==> src/rtl/mem_access_pkg.sv <==
// ---------------------------------------------------------------------------
// mem_access_pkg : shared funct3 codes, FSM states and trap causes for the
// MEM-stage load/store unit.                                  Revision: 1.0
// ---------------------------------------------------------------------------
`default_nettype none

package mem_access_pkg;

    localparam logic [2:0] F3_LB  = 3'b000;
    localparam logic [2:0] F3_LH  = 3'b001;
    localparam logic [2:0] F3_LW  = 3'b010;
    localparam logic [2:0] F3_LD  = 3'b011;
    localparam logic [2:0] F3_LBU = 3'b100;
    localparam logic [2:0] F3_LHU = 3'b101;
    localparam logic [2:0] F3_LWU = 3'b110;

    localparam logic [2:0] F3_SB  = 3'b000;
    localparam logic [2:0] F3_SH  = 3'b001;
    localparam logic [2:0] F3_SW  = 3'b010;
    localparam logic [2:0] F3_SD  = 3'b011;

    localparam logic [63:0] MCAUSE_LOAD_MISALIGN  = 64'd4;
    localparam logic [63:0] MCAUSE_STORE_MISALIGN = 64'd6;

    typedef enum logic [1:0] {
        ST_IDLE = 2'd0,
        ST_REQ  = 2'd1,
        ST_WAIT = 2'd2,
        ST_DONE = 2'd3
    } state_t;

    // Access size lives in funct3[1:0]; the sign bit does not affect alignment.
    function automatic logic is_misaligned(input logic [2:0] funct3,
                                           input logic [2:0] offset);
        logic result;
        case (funct3[1:0])
            2'b00:   result = 1'b0;
            2'b01:   result = offset[0];
            2'b10:   result = |offset[1:0];
            default: result = |offset;
        endcase
        return result;
    endfunction

endpackage

`default_nettype wire

==> src/rtl/mem_align.sv <==
// ---------------------------------------------------------------------------
// mem_align : byte-lane store alignment, write mask and load extension.
//                                                             Revision: 1.0
// ---------------------------------------------------------------------------
`default_nettype none

module mem_align
    import mem_access_pkg::*;
#(
    parameter int BUS_W = 64
) (
    input  logic [2:0]         funct3,
    input  logic [2:0]         offset,
    input  logic [BUS_W-1:0]   sdata,
    input  logic [BUS_W-1:0]   rdata,
    output logic [BUS_W/8-1:0] wmask,
    output logic [BUS_W-1:0]   wdata,
    output logic [BUS_W-1:0]   ldata
);

    localparam int LANES = BUS_W / 8;

    logic [5:0]       bit_shift;
    logic [LANES-1:0] base_mask;
    logic [BUS_W-1:0] shifted;

    assign bit_shift = {offset, 3'b000};

    // Bytes pushed past the top lane fall off; no wrap-around.
    assign wmask = base_mask << offset;
    assign wdata = sdata << bit_shift;
    assign shifted = rdata >> bit_shift;

    always_comb begin
        base_mask = '0;
        case ({1'b0, funct3[1:0]})
            F3_SB:   base_mask = LANES'(8'h01);
            F3_SH:   base_mask = LANES'(8'h03);
            F3_SW:   base_mask = LANES'(8'h0F);
            F3_SD:   base_mask = LANES'(8'hFF);
            default: base_mask = LANES'(8'hFF);
        endcase
    end

    always_comb begin
        ldata = shifted;
        case (funct3)
            F3_LB:   ldata = {{(BUS_W-8){shifted[7]}},   shifted[7:0]};
            F3_LH:   ldata = {{(BUS_W-16){shifted[15]}}, shifted[15:0]};
            F3_LW:   ldata = {{(BUS_W-32){shifted[31]}}, shifted[31:0]};
            F3_LD:   ldata = shifted;
            F3_LBU:  ldata = {{(BUS_W-8){1'b0}},  shifted[7:0]};
            F3_LHU:  ldata = {{(BUS_W-16){1'b0}}, shifted[15:0]};
            F3_LWU:  ldata = {{(BUS_W-32){1'b0}}, shifted[31:0]};
            default: ldata = shifted;
        endcase
    end

endmodule

`default_nettype wire

==> src/rtl/mem_access.sv <==
// ---------------------------------------------------------------------------
// mem_access : MEM-stage load/store unit; optional misalignment trap via
// MEM_MISALIGN_TRAP_EN.                                       Revision: 1.0
// ---------------------------------------------------------------------------
`default_nettype none

module mem_access
    import mem_access_pkg::*;
#(
    parameter int BUS_W = 64
) (
    input  logic               clock,
    input  logic               reset,

    input  logic               load_i,
    input  logic               store_i,
    input  logic [2:0]         funct3_i,
    input  logic [63:0]        aluout_i,
    input  logic [BUS_W-1:0]   sdata_i,
    input  logic               wen_i,
    input  logic [4:0]         rd_i,
    input  logic               csr_wen_i,
    input  logic [11:0]        csr_addr_i,
    input  logic [63:0]        csr_wdata_i,
    input  logic               exception_i,
    input  logic [63:0]        mcause_i,
    input  logic [63:0]        pc_i,

    output logic               req_valid_o,
    input  logic               req_ready_i,
    output logic [63:0]        req_addr_o,
    output logic               req_wen_o,
    output logic [BUS_W-1:0]   req_wdata_o,
    output logic [BUS_W/8-1:0] req_wmask_o,
    input  logic               resp_valid_i,
    input  logic [BUS_W-1:0]   resp_rdata_i,

    output logic               wen_o,
    output logic [4:0]         rd_o,
    output logic [63:0]        wdata_o,
    output logic               csr_wen_o,
    output logic [11:0]        csr_addr_o,
    output logic [63:0]        csr_wdata_o,
    output logic               exception_o,
    output logic [63:0]        mcause_o,
    output logic [63:0]        pc_o,
    output logic               stall_o
);

    state_t           state;
    logic [BUS_W-1:0] rdata_q;
    logic [BUS_W-1:0] load_data;
    logic             mem_op;
    logic             misaligned;

    // An instruction already carrying an exception never touches memory.
    assign mem_op = (load_i | store_i) & ~exception_i;

`ifdef MEM_MISALIGN_TRAP_EN
    assign misaligned = is_misaligned(funct3_i, aluout_i[2:0]);
`else
    assign misaligned = 1'b0;
`endif

    assign req_addr_o = {aluout_i[63:3], 3'b000};
    assign req_wen_o  = store_i;

    mem_align #(
        .BUS_W (BUS_W)
    ) u_align (
        .funct3 (funct3_i),
        .offset (aluout_i[2:0]),
        .sdata  (sdata_i),
        .rdata  (rdata_q),
        .wmask  (req_wmask_o),
        .wdata  (req_wdata_o),
        .ldata  (load_data)
    );

    always_ff @(posedge clock) begin
        if (reset) begin
            state   <= ST_IDLE;
            rdata_q <= '0;
        end else begin
            case (state)
                ST_IDLE: begin
                    if (mem_op && !misaligned) begin
                        state <= ST_REQ;
                    end
                end
                ST_REQ: begin
                    // A response arriving with the handshake skips WAIT.
                    if (req_ready_i) begin
                        if (resp_valid_i) begin
                            rdata_q <= resp_rdata_i;
                            state   <= ST_DONE;
                        end else begin
                            state <= ST_WAIT;
                        end
                    end
                end
                ST_WAIT: begin
                    if (resp_valid_i) begin
                        rdata_q <= resp_rdata_i;
                        state   <= ST_DONE;
                    end
                end
                ST_DONE: begin
                    state <= ST_IDLE;
                end
                default: begin
                    state <= ST_IDLE;
                end
            endcase
        end
    end

    always_comb begin
        wen_o       = wen_i;
        rd_o        = rd_i;
        wdata_o     = aluout_i;
        csr_wen_o   = csr_wen_i;
        csr_addr_o  = csr_addr_i;
        csr_wdata_o = csr_wdata_i;
        exception_o = exception_i;
        mcause_o    = mcause_i;
        pc_o        = pc_i;
        stall_o     = 1'b0;
        req_valid_o = 1'b0;

        if (!reset) begin
            case (state)
                ST_IDLE: begin
                    if (mem_op) begin
                        if (misaligned) begin
                            exception_o = 1'b1;
                            mcause_o    = load_i ? MCAUSE_LOAD_MISALIGN
                                                 : MCAUSE_STORE_MISALIGN;
                            wen_o       = 1'b0;
                            csr_wen_o   = 1'b0;
                        end else begin
                            stall_o     = 1'b1;
                            wen_o       = 1'b0;
                            csr_wen_o   = 1'b0;
                            exception_o = 1'b0;
                        end
                    end
                end
                ST_REQ: begin
                    req_valid_o = 1'b1;
                    stall_o     = 1'b1;
                    wen_o       = 1'b0;
                    csr_wen_o   = 1'b0;
                    exception_o = 1'b0;
                end
                ST_WAIT: begin
                    stall_o     = 1'b1;
                    wen_o       = 1'b0;
                    csr_wen_o   = 1'b0;
                    exception_o = 1'b0;
                end
                ST_DONE: begin
                    if (load_i) begin
                        wdata_o = load_data[63:0];
                    end
                end
                default: begin
                    stall_o = 1'b0;
                end
            endcase
        end
    end

endmodule

`default_nettype wire

==> config.mk <==
export PLATFORM = sky130hd
export DESIGN_NAME = mem_access
export DESIGN_NICKNAME = d
export VERILOG_FILES = /design/src/rtl/mem_access_pkg.sv /design/src/rtl/mem_align.sv /design/src/rtl/mem_access.sv
export SDC_FILE = /design/constraint.sdc
export NUM_CORES = 1
export LEC_CHECK = 0
export BUFFER_PORTS_ARGS = -buffer_cell sky130_fd_sc_hd__buf_2
export CELL_PAD_IN_SITES_DETAIL_PLACEMENT = 1
export CELL_PAD_IN_SITES_GLOBAL_PLACEMENT = 2
export CORE_AREA = 2 2 325 327
export DETAILED_ROUTE_END_ITERATION = 12
export DIE_AREA = 0 0 327 329
export PLACE_DENSITY = 0.43
export SETUP_SLACK_MARGIN = 0.3
export SYNTH_ARGS = -nofsm -noshare
export SYNTH_HDL_FRONTEND = slang
export SYNTH_SLANG_ARGS = --single-unit
==> constraint.sdc <==
create_clock -name clock -period 3.4 [get_ports clock]
set_input_delay 0.68 -clock clock [delete_from_list [all_inputs] [get_ports clock]]
set_output_delay 0.68 -clock clock [all_outputs]
set_load 0.03 [all_outputs]
==> flow_metrics.py <==
metrics = {
    "logic_synthesis": {
        "synthSimpleGateAreaFrac": 0.188,
        "synthAdderAreaFrac": 0.00722,
        "synthArstFlopShare": 0,
        "synth.most_common_cell": "buf_4",
        "synthFlopType": "dfxtp_1",
        "yosysTopAreaCell": "buf_4",
        "synthMuxAreaShare": 0.184,
        "synth_top_family_by_area": "buffers and inverters",
        "yosysSeqAreaShare": 0.152,
        "synthXorXnorAreaFrac": 0,
        "synth_area_leaders": "buf_4 (24%), dfxtp_1 (15%), nand2_1 (9.7%)",
        "synth.avg_cell_area_um2": 7.06,
        "synthCells": 1228,
        "synth_warnings": 0,
        "synth_edf_count": 0,
        "synth_cell_types": 46,
        "synth_compound_area_frac": 0.184,
        "synthTopCellsByCount": "buf_4 (274), nand2_1 (224), nor2_1 (128)",
        "synth_top_area_frac": 0.237,
        "synth-seq-cells": 66,
        "syn_area_um2": 8670,
    },
    "placement": {
        "dp_hpwl_mm": 49.6,
        "post_dp_cell_area_um2": 11500,
        "post-place-ws_ns": -0.207,
        "io_buffers": 406,
        "routabilityCongestion": 0.836,
    },
    "critical_path": {
        "timing.rr.start": "state[0]",
        "worst_r2r_path_depth": 6,
        "critPathCaptureType": "primary output",
        "crit_path_start_kind": "primary input",
        "r2r-end": "rdata_q[12]",
        "timing_worst_setup_path_type": "primary input to primary output",
        "cp_max_fo": 6,
        "worstPathArrival_ns": 2.69,
        "reg2reg_slack_ns": 1.20,
        "cp.required_ns": 2.72,
    },
    "drt": {
        "drt_wl_total_mm": 59.7,
        "num_vias": 9306,
        "first_iter_violations": 364,
        "viasPerCell": 3.34,
        "firstDrtPassIters": 4,
        "routedWlPerCell_um": 21.5,
        "ant_nets": 0,
        "drc": 0,
    },
    "final_layout": {
        "drive_gt1_frac": 0.473,
        "nets": 1804,
        "multiInputGateArea_um2": 5700,
        "postLayoutCellArea_um2": 12600,
        "regArea_um2": 1320,
        "nFillCells": 12500,
        "area_growth_syn_to_layout_pct": 45.7,
    },
    "cts": {
        "worstSkewPairLatency_ns": 0.35,
        "numCtsBuffers": 9,
        "cts_tree": "built",
        "ctsRootBufferMaster": "clkbuf_16",
        "cts_sinks": 66,
        "htreeDepth": 3,
        "cts_buffer_depth": 2,
        "cts.clk_slew.worst_paths_ns": 0.05,
    },
    "sta": {
        "min_period_ns": 3.37,
        "finalSetupViolCount": 0,
        "worst_slew_pin_slew_ns": 0.859,
        "fin_skew_ns": 0.0106,
        "layout_setup_ws_ns": 0.0309,
        "max-slew-margin-rel": 0.427,
        "report.final.slew_viol_count": 0,
        "whs_ns": 0.451,
        "rsz0062_at_grt": "true",
        "period_share": 0.991,
        "max_freq_mhz": 297,
        "hold_violations": 0,
    },
    "worst_hold_path": {
        "hold_depth": 2,
        "worstHoldStart": "rdata_q[0]",
        "worst_hold_path.endpoint": "rdata_q[0]",
        "hp-class": "flop to flop",
    },
    "floorplan": {
        "die_area_um2": 108000,
        "rows": 119,
        "die_h_um": 329,
        "coreArea_um2": 104000,
        "io_pins": 828,
        "fp.dieW_um": 327,
        "start_util": 0.0831,
    },
    "run_status": {
        "status": "complete, no violations",
    },
    "global_route": {
        "grtUsageTotal": 0.106,
        "grt_overflow_total": 0,
        "grt_antenna_before_repair": 27,
        "grt_pass1_wl_mm": 80.1,
        "grt_max_degree": 71,
        "grt_pass1_vias": 9791,
    },
    "power": {
        "leakagePower_nw": 4.91,
        "vdd_ir_drop_max_mv": 0.181,
        "power_w": 0.00477,
        "power.density_nw_per_um2": 377,
    },
    "job": {
        "max-cap-violations": 0,
    },
}
==> state kept, by name, summed over array words and instances (netlist names) <==
| register | cells |
|---|---|
| state | 2 |
| rdata_q | 64 |
==> how the worst max path moves through the flow <==
stage | from | to | slack [ns] | cells past startpoint
after CTS | aluout_i[0] | wdata_o[63] | 0.02 | 8
after floorplan | aluout_i[0] | wdata_o[60] | 0.16 | 7
after global routing | aluout_i[0] | wdata_o[62] | -0.01 | 8
after global placement | aluout_i[1] | wdata_o[14] | -0.21 | 9
after detailed placement | aluout_i[1] | wdata_o[14] | -0.21 | 9
final | aluout_i[1] | wdata_o[44] | 0.03 | 8
==> metal layers <==
layer | vias to the layer above | GRT usage | share of wire
met5 | - | 0 | 0.0039
met4 | 34 | 0.0297 | 0.024
met3 | 134 | 0.0312 | 0.075
met2 | 394 | 0.173 | 0.46
met1 | 4480 | 0.135 | 0.43
li1 | 4264 | - | -
==> per-stage QoR <==
| stage | cells | utilization | TNS, ns |
|---|---|---|---|
| global route | 2781 | 0.121 | -0.0314 |
| finish | 2783 | 0.121 | 0 |
| CTS | 2778 | 0.119 | 0 |
| detailed placement | 2759 | 0.111 | -0.692 |
| global placement | 2759 | 0.111 | -0.938 |
| floorplan | 1230 | - | 0 |
==> cells in the final DEF, fill, tap and decap left out, types with 10 or more instances in the layout <==
cell,count
mux2_2,26
a21oi_1,105
buf_4,77
buf_2,344
o21ai_0,26
clkbuf_16,11
a31oi_4,37
o22ai_1,10
mux2i_1,60
nor2b_1,10
o21ai_1,11
nor2_1,125
dfxtp_1,65
a211oi_1,12
buf_12,14
mux4_2,31
buf_6,62
and2_1,10
nand2_1,221
a21oi_4,12
==> power by group <==
part | switching (W) | internal (W)
registers | 0.000258 | 0.000929
logic | 0.00158 | 0.000946
clock network | 0.000373 | 0.000678
==> logic make-up after synthesis <==
logic type / Yosys count
AOI/OAI and AO/OA: 267
DFF: 66
other: 1
buffers and inverters: 370
and+or+nand+nor: 402
adders and majority gates: 5
muxes: 117
==> area by class of cell <==
| type | instances | share of cell area |
|---|---|---|
| repair buffers | 506 | 0.277 |
| clock buffers | 11 | 0.0200 |
| flip-flops and latches | 66 | 0.105 |
| diodes | 2 | 0.000396 |
| inverters | 9 | 0.00267 |
| clock inverters | 4 | 0.00594 |
| well taps | 1391 | 0.138 |
| multi-input cells | 794 | 0.451 |
==> what timing repair did <==
action | in CTS | in global routing
hold buffers | 0 | 0
pin swaps | 6 | 0
resized for setup | 139 | 26
endpoints found under the setup margin | 69 | 75
cloned | 3 | 2
setup buffers | 1 | 1
==> critical path, cell delays in order <==
cell and delay, ns:
buf_4 0.16, inv_2 0.08, mux4_2 0.51, or4_4 0.46
o211a_4 0.25, clkbuf_16 0.21, a31oi_4 0.16, buf_6 0.15
Note: power is estimated with default switching activity, not from simulation.
